$ cat src/rtl/mfe_rd_arbiter.sv
// -----------------------------------------------------------------------------
// mfe_rd_arbiter
// Round-robin, burst-granular arbiter that shares the single image-memory read
// port between N_REQ window fetchers. A requester owns the port for a whole
// burst (up to MAX_BURST beats), and the read data is routed back to the
// requester that issued each beat after a fixed two-cycle latency.
//
// Ports
//   clk       : clock, all logic on rising edge
//   reset     : synchronous, active-high
//   req       : per-requester read request (level)
//   req_addr  : flattened addresses, requester i at [i*AW +: AW]
//   req_last  : final beat of the requester's burst
//   gnt       : one-hot beat accept (combinational)
//   rvalid    : one-hot read-data valid (registered)
//   rdata     : returned pixel (registered)
//   iaddr     : image memory address (registered)
//   idata     : image memory data, valid the cycle after iaddr changes
//   busy      : high while a burst is owned
//   owner     : index of the current or last owner
// -----------------------------------------------------------------------------
module mfe_rd_arbiter #(
    parameter int N_REQ     = 2,
    parameter int AW        = 14,
    parameter int DW        = 8,
    parameter int MAX_BURST = 9,
    localparam int OW       = (N_REQ > 1) ? $clog2(N_REQ) : 1
) (
    input  logic                  clk,
    input  logic                  reset,
    input  logic [N_REQ-1:0]      req,
    input  logic [N_REQ*AW-1:0]   req_addr,
    input  logic [N_REQ-1:0]      req_last,
    output logic [N_REQ-1:0]      gnt,
    output logic [N_REQ-1:0]      rvalid,
    output logic [DW-1:0]         rdata,
    output logic [AW-1:0]         iaddr,
    input  logic [DW-1:0]         idata,
    output logic                  busy,
    output logic [OW-1:0]         owner
);

    localparam int CW = $clog2(MAX_BURST + 1);

    typedef enum logic [0:0] {
        ST_IDLE  = 1'b0,
        ST_BURST = 1'b1
    } state_t;

    state_t             state_r;
    state_t             state_s;
    logic [OW-1:0]      rr_ptr_r;
    logic [OW-1:0]      owner_r;
    logic [CW-1:0]      beat_cnt_r;
    logic [AW-1:0]      iaddr_r;
    logic [DW-1:0]      rdata_r;
    logic [N_REQ-1:0]   rvalid_r;
    logic               slot_v_r;
    logic [OW-1:0]      slot_id_r;

    logic               pick_found_s;
    logic [OW-1:0]      pick_idx_s;
    int                 cand_s;
    logic [N_REQ-1:0]   gnt_s;
    logic               accept_s;
    logic               owner_req_s;
    logic               owner_last_s;
    logic [AW-1:0]      owner_addr_s;
    logic [CW-1:0]      cnt_next_s;
    logic               release_s;
    logic [OW-1:0]      rr_next_s;

    // Round-robin pick: first requesting index at or after rr_ptr, wrapping.
    always_comb begin
        pick_found_s = 1'b0;
        pick_idx_s   = '0;
        cand_s       = 0;
        for (int i = 0; i < N_REQ; i++) begin
            cand_s = int'(rr_ptr_r) + i;
            if (cand_s >= N_REQ) begin
                cand_s = cand_s - N_REQ;
            end else begin
                cand_s = cand_s;
            end
            if (!pick_found_s && req[cand_s]) begin
                pick_found_s = 1'b1;
                pick_idx_s   = OW'(cand_s);
            end else begin
                pick_found_s = pick_found_s;
            end
        end
    end

    // Owner view of the request bus and the beat grant; no grant during reset.
    always_comb begin
        owner_req_s  = req[owner_r];
        owner_last_s = req_last[owner_r];
        owner_addr_s = req_addr[int'(owner_r)*AW +: AW];
        gnt_s        = '0;
        if (!reset && (state_r == ST_BURST)) begin
            gnt_s[owner_r] = owner_req_s;
        end else begin
            gnt_s = '0;
        end
        accept_s   = |gnt_s;
        cnt_next_s = beat_cnt_r + CW'(1);
    end

    // Burst release: last beat flagged, beat limit reached, or owner dropped req.
    always_comb begin
        release_s = 1'b0;
        if (state_r == ST_BURST) begin
            release_s = !owner_req_s ||
                        (accept_s && (owner_last_s || (cnt_next_s == CW'(MAX_BURST))));
        end else begin
            release_s = 1'b0;
        end
        if (owner_r == OW'(N_REQ - 1)) begin
            rr_next_s = '0;
        end else begin
            rr_next_s = owner_r + OW'(1);
        end
    end

    // Next-state logic; the arbitration cycle in IDLE never carries a beat.
    always_comb begin
        state_s = state_r;
        case (state_r)
            ST_IDLE: begin
                if (pick_found_s) begin
                    state_s = ST_BURST;
                end else begin
                    state_s = ST_IDLE;
                end
            end
            ST_BURST: begin
                if (release_s) begin
                    state_s = ST_IDLE;
                end else begin
                    state_s = ST_BURST;
                end
            end
            default: state_s = ST_IDLE;
        endcase
    end

    // Control registers: state, round-robin pointer, owner and beat count.
    always_ff @(posedge clk) begin
        if (reset) begin
            state_r    <= ST_IDLE;
            rr_ptr_r   <= '0;
            owner_r    <= '0;
            beat_cnt_r <= '0;
        end else begin
            state_r <= state_s;
            if ((state_r == ST_IDLE) && pick_found_s) begin
                owner_r    <= pick_idx_s;
                beat_cnt_r <= '0;
            end else if (accept_s) begin
                beat_cnt_r <= cnt_next_s;
            end
            if (release_s) begin
                rr_ptr_r <= rr_next_s;
            end
        end
    end

    // Datapath: address issue, one-slot return pipe tagged with the owner id,
    // then data capture. In-flight slots complete even after release.
    always_ff @(posedge clk) begin
        if (reset) begin
            iaddr_r   <= '0;
            slot_v_r  <= 1'b0;
            slot_id_r <= '0;
            rdata_r   <= '0;
            rvalid_r  <= '0;
        end else begin
            if (accept_s) begin
                iaddr_r <= owner_addr_s;
            end
            slot_v_r  <= accept_s;
            slot_id_r <= owner_r;
            rvalid_r  <= '0;
            if (slot_v_r) begin
                rvalid_r[slot_id_r] <= 1'b1;
                rdata_r             <= idata;
            end
        end
    end

    assign gnt    = gnt_s;
    assign rvalid = rvalid_r;
    assign rdata  = rdata_r;
    assign iaddr  = iaddr_r;
    assign busy   = (state_r == ST_BURST);
    assign owner  = owner_r;

endmodule

$ cat config.mk
export PLATFORM = sky130hd
export DESIGN_NAME = mfe_rd_arbiter
export DESIGN_NICKNAME = d
export VERILOG_FILES = /design/src/rtl/mfe_rd_arbiter.sv
export SDC_FILE = /design/constraint.sdc
export NUM_CORES = 1
export LEC_CHECK = 0
export BUFFER_PORTS_ARGS = -buffer_cell sky130_fd_sc_hd__buf_2
export CAP_MARGIN = 15
export CORE_ASPECT_RATIO = 1.25
export CORE_MARGIN = 2
export CORE_UTILIZATION = 46
export DETAILED_ROUTE_END_ITERATION = 10
export GPL_ROUTABILITY_DRIVEN = 0
export HOLD_SLACK_MARGIN = 0.12
export MAX_ROUTING_LAYER = met4
export PLACE_DENSITY = 0.78
export SLEW_MARGIN = 20
export SYNTH_ARGS = -nofsm -noshare
export SYNTH_HDL_FRONTEND = slang
export SYNTH_SLANG_ARGS = --single-unit
$ cat constraint.sdc
create_clock -name clk -period 1.62 [get_ports clk]
set_input_delay 0.162 -clock clk [delete_from_list [all_inputs] [get_ports clk]]
set_output_delay 0.162 -clock clk [all_outputs]
set_load 0.02 [all_outputs]
==> results.py <==
metrics = {
    "outcome": {
        "outcome": "finished clean",
    },
    "logic_synthesis": {
        "synth_edf_count": 0,
        "synth_warnings": 0,
        "synth_area_leaders": "dfxtp_1, mux2i_1, a211oi_2",
        "synthFlopType": "dfxtp_1",
        "synthesis.nets": 192,
        "ys_seq_elements": 33,
        "netlist.top_cell.by_area": "dfxtp_1",
        "async_flop_share_pct": 0,
        "yosysSeqAreaShare_pct": 43.07,
        "postSynthCellCount": 148,
        "syn_area_per_cell_um2": 10.36,
        "ys_types": 30,
        "synthesis.area_mm2": 0.001534,
        "yosysTopAreaCellShare_pct": 43.07,
    },
    "sta": {
        "grt_setup_unrepaired": "no",
        "tightest_slew_ps": 496.8,
        "slew_viol_final": 0,
        "fin_setup_tns_ps": 0,
        "hold_viol": 0,
        "relSlewSlack_pct": 66.84,
        "clock_skew_ps": 5.323,
        "fmax_mhz": 673.0,
        "fin_crit_sh_pct": 91.72,
        "setup_viol": 0,
        "min_period_ps": 1486,
    },
    "worst_setup_path": {
        "end_kind": "primary output",
        "required_ps": 1460,
        "r2r_slack_ps": 210,
        "criticalPathCategory": "flip-flop to primary output",
        "crit_fanout": 19,
        "worst_setup_path_start_kind": "flip-flop",
        "r2r-end": "rr_ptr_r",
        "critical_path.startpoint": "owner",
        "regToRegStartpoint": "beat_cnt_r[0]",
        "endpoint": "gnt[1]",
        "arrival_ps": 1320,
        "r2r_cells": 5,
    },
    "min_path": {
        "min_path_type": "input port to flip-flop",
    },
    "global_route": {
        "grt_usage_pct": 18.92,
        "grt_pass1_wl_um": 5416,
        "grt_max_degree": 28,
        "grt.overflow.total": 0,
        "antenna_found_initial": 0,
        "grt_pass1_vias": 1340,
    },
    "floorplan": {
        "core_area_mm2": 0.003194,
        "rows": 23,
        "die_h_um": 68.57,
        "io_pins": 70,
        "dieArea_mm2": 0.003816,
        "fp.dieW_um": 55.65,
        "initial_utilization_pct": 48.02,
    },
    "drt": {
        "drt-initial-drc-count": 45,
        "routedWlPerCell_um": 12.38,
        "viasPerCell": 5.069,
        "first_pass_iters": 4,
        "wirelength_um": 3218,
        "num_vias": 1318,
        "ant_nets": 0,
        "drc_errors": 0,
    },
    "power_and_ir_drop": {
        "internal_power_w": 0.001501,
        "power_frac_comb_pct": 16.8,
        "p_per_area_mw_per_mm2": 960.6,
        "pwr-share-clk_pct": 39.1,
        "total_leakage_power_nw": 0.9024,
        "seqPwrFrac_pct": 44.1,
        "ir_drop_v": 0.0009173,
        "p_sw_share_pct": 24.29,
        "p_switching_w": 0.0004818,
    },
    "clocking": {
        "worstSkewPairLatency_ps": 280,
        "cts_buffers": 5,
        "htree_levels": 2,
        "clockBufferDepth": 2,
        "cts_tree": "yes",
        "clkTransAtPathRegs_ps": 60,
        "cts_num_sinks": 33,
        "cts_root_buffer": "clkbuf_8",
    },
    "place": {
        "dp_hpwl_um": 2411,
        "dp_cells": 249,
        "port_buffers": 69,
    },
    "final_layout": {
        "syn_to_final_growth_pct": 34.58,
        "seq_area_um2": 663.1,
        "layout.cells.non_filler": 260,
        "fillers": 276,
        "num_antenna_cells": 0,
        "final_cell_mix": "buf_2, dfxtp_1, nor2_1",
        "nets": 266,
        "layout_commonest_cell": "buf_2",
        "multi_input_area_um2": 782.0,
        "layout-drive-gt1-share_pct": 44.39,
    },
    "run": {
        "max_cap_violations": 0,
    },
}
## critical path: stages, from the launching register on
cell,delay (ps)
dfxtp_2,380
buf_12,180
inv_1,110
nor3_1,180
buf_2,190
## area by class of cell
type	count	share of cell area (%)
Multi-Input combinational cell	99	37.88
Sequential cell	33	32.12
Timing Repair Buffer	76	20.85
Clock buffer	7	4.182
Tap cell	37	2.242
Clock inverter	1	1.455
Inverter	7	1.273
## repair_timing
item | 4_1_cts | 5_1_grt
resized for setup | 2 | 4
pin swaps | 0 | 1
buffers inserted | 0 | 0
setup endpoints to repair | 2 | 2
hold endpoints to repair | 3 | 0
hold buffers | 3 | 0
## synth_stat cells (2+ instances only)
| cell type | instances |
|---|---|
| clkbuf_1 | 2 |
| nand2_1 | 2 |
| nor2_1 | 26 |
| mux2i_1 | 23 |
| buf_2 | 2 |
| o21ai_0 | 4 |
| a211oi_1 | 4 |
| inv_1 | 7 |
| dfxtp_1 | 33 |
| nor3_1 | 2 |
| a211oi_2 | 12 |
| o2111ai_1 | 2 |
| nor3b_1 | 2 |
| ha_1 | 2 |
| a21oi_1 | 4 |
| nand3_1 | 2 |
| buf_6 | 4 |
| xnor2_1 | 3 |
## registers in the layout (all words and copies together) (netlist names)
| name | flops |
|---|---|
| slot_v_r | 1 |
| beat_cnt_r | 4 |
| rdata | 8 |
| owner | 1 |
| slot_id_r | 1 |
| rr_ptr_r | 1 |
| rvalid | 2 |
| busy | 1 |
| iaddr | 14 |
## power groups by stage
stage	logic, W	clock network [W]	registers, W
final	0.000333	0.000775	0.000875
after global routing	0.000366	0.000832	0.000880
after CTS	0.000333	0.000800	0.000874
after detailed placement	0.000324	0	0.000891
after global placement	0.000319	0	0.000891
after floorplan	0.000183	0	0.000924
## per-layer routing
layer,vias up,GRT usage [%],share of wire (%)
li1,664,-,-
met1,609,18.41,39
met2,36,35.42,55
met3,9,4.478,4.5
met4,0,10.06,2.0
met5,-,-,0
## kinds of logic after synthesis
logic type	share of synthesized area, %
AO/OA/AOI/OAI	16.97
multiplexers	16.48
buffers and inverters	6.281
AND/OR/NAND/NOR	13.87
XOR/XNOR	1.713
adder cells (fa/ha/maj)	1.631
flip-flops	43.07
## through the flow
stage | worst slack [ps] | utilization (%) | instance area [um^2] | hold slack, ps | total power, W
3_5_place_dp | 51.48 | 59.42 | 1898 | 408.2 | 0.001215
3_3_place_gp | 147.0 | 59.42 | 1898 | 394.4 | 0.001210
4_1_cts | 11.57 | 64.28 | 2053 | 120.7 | 0.002006
5_1_grt | 47.94 | 64.63 | 2064 | 136.2 | 0.002077
6_report | 134.2 | 64.63 | 2064 | 118.4 | 0.001983
2_1_floorplan | 168.3 | - | 1534 | 309.2 | 0.001107
## how the worst min path moves through the flow
| stage | startpoint | to | cells past startpoint |
|---|---|---|---|
| 3_3_place_gp | idata[7] | rdata[7] | 3 |
| 3_5_place_dp | idata[3] | rdata[3] | 3 |
| 5_1_grt | idata[5] | rdata[5] | 3 |
| 4_1_cts | idata[0] | rdata[0] | 3 |
| 2_1_floorplan | idata[0] | rdata[0] | 2 |
| 6_report | idata[5] | rdata[5] | 3 |
Note: power is estimated with default switching activity, not from simulation.
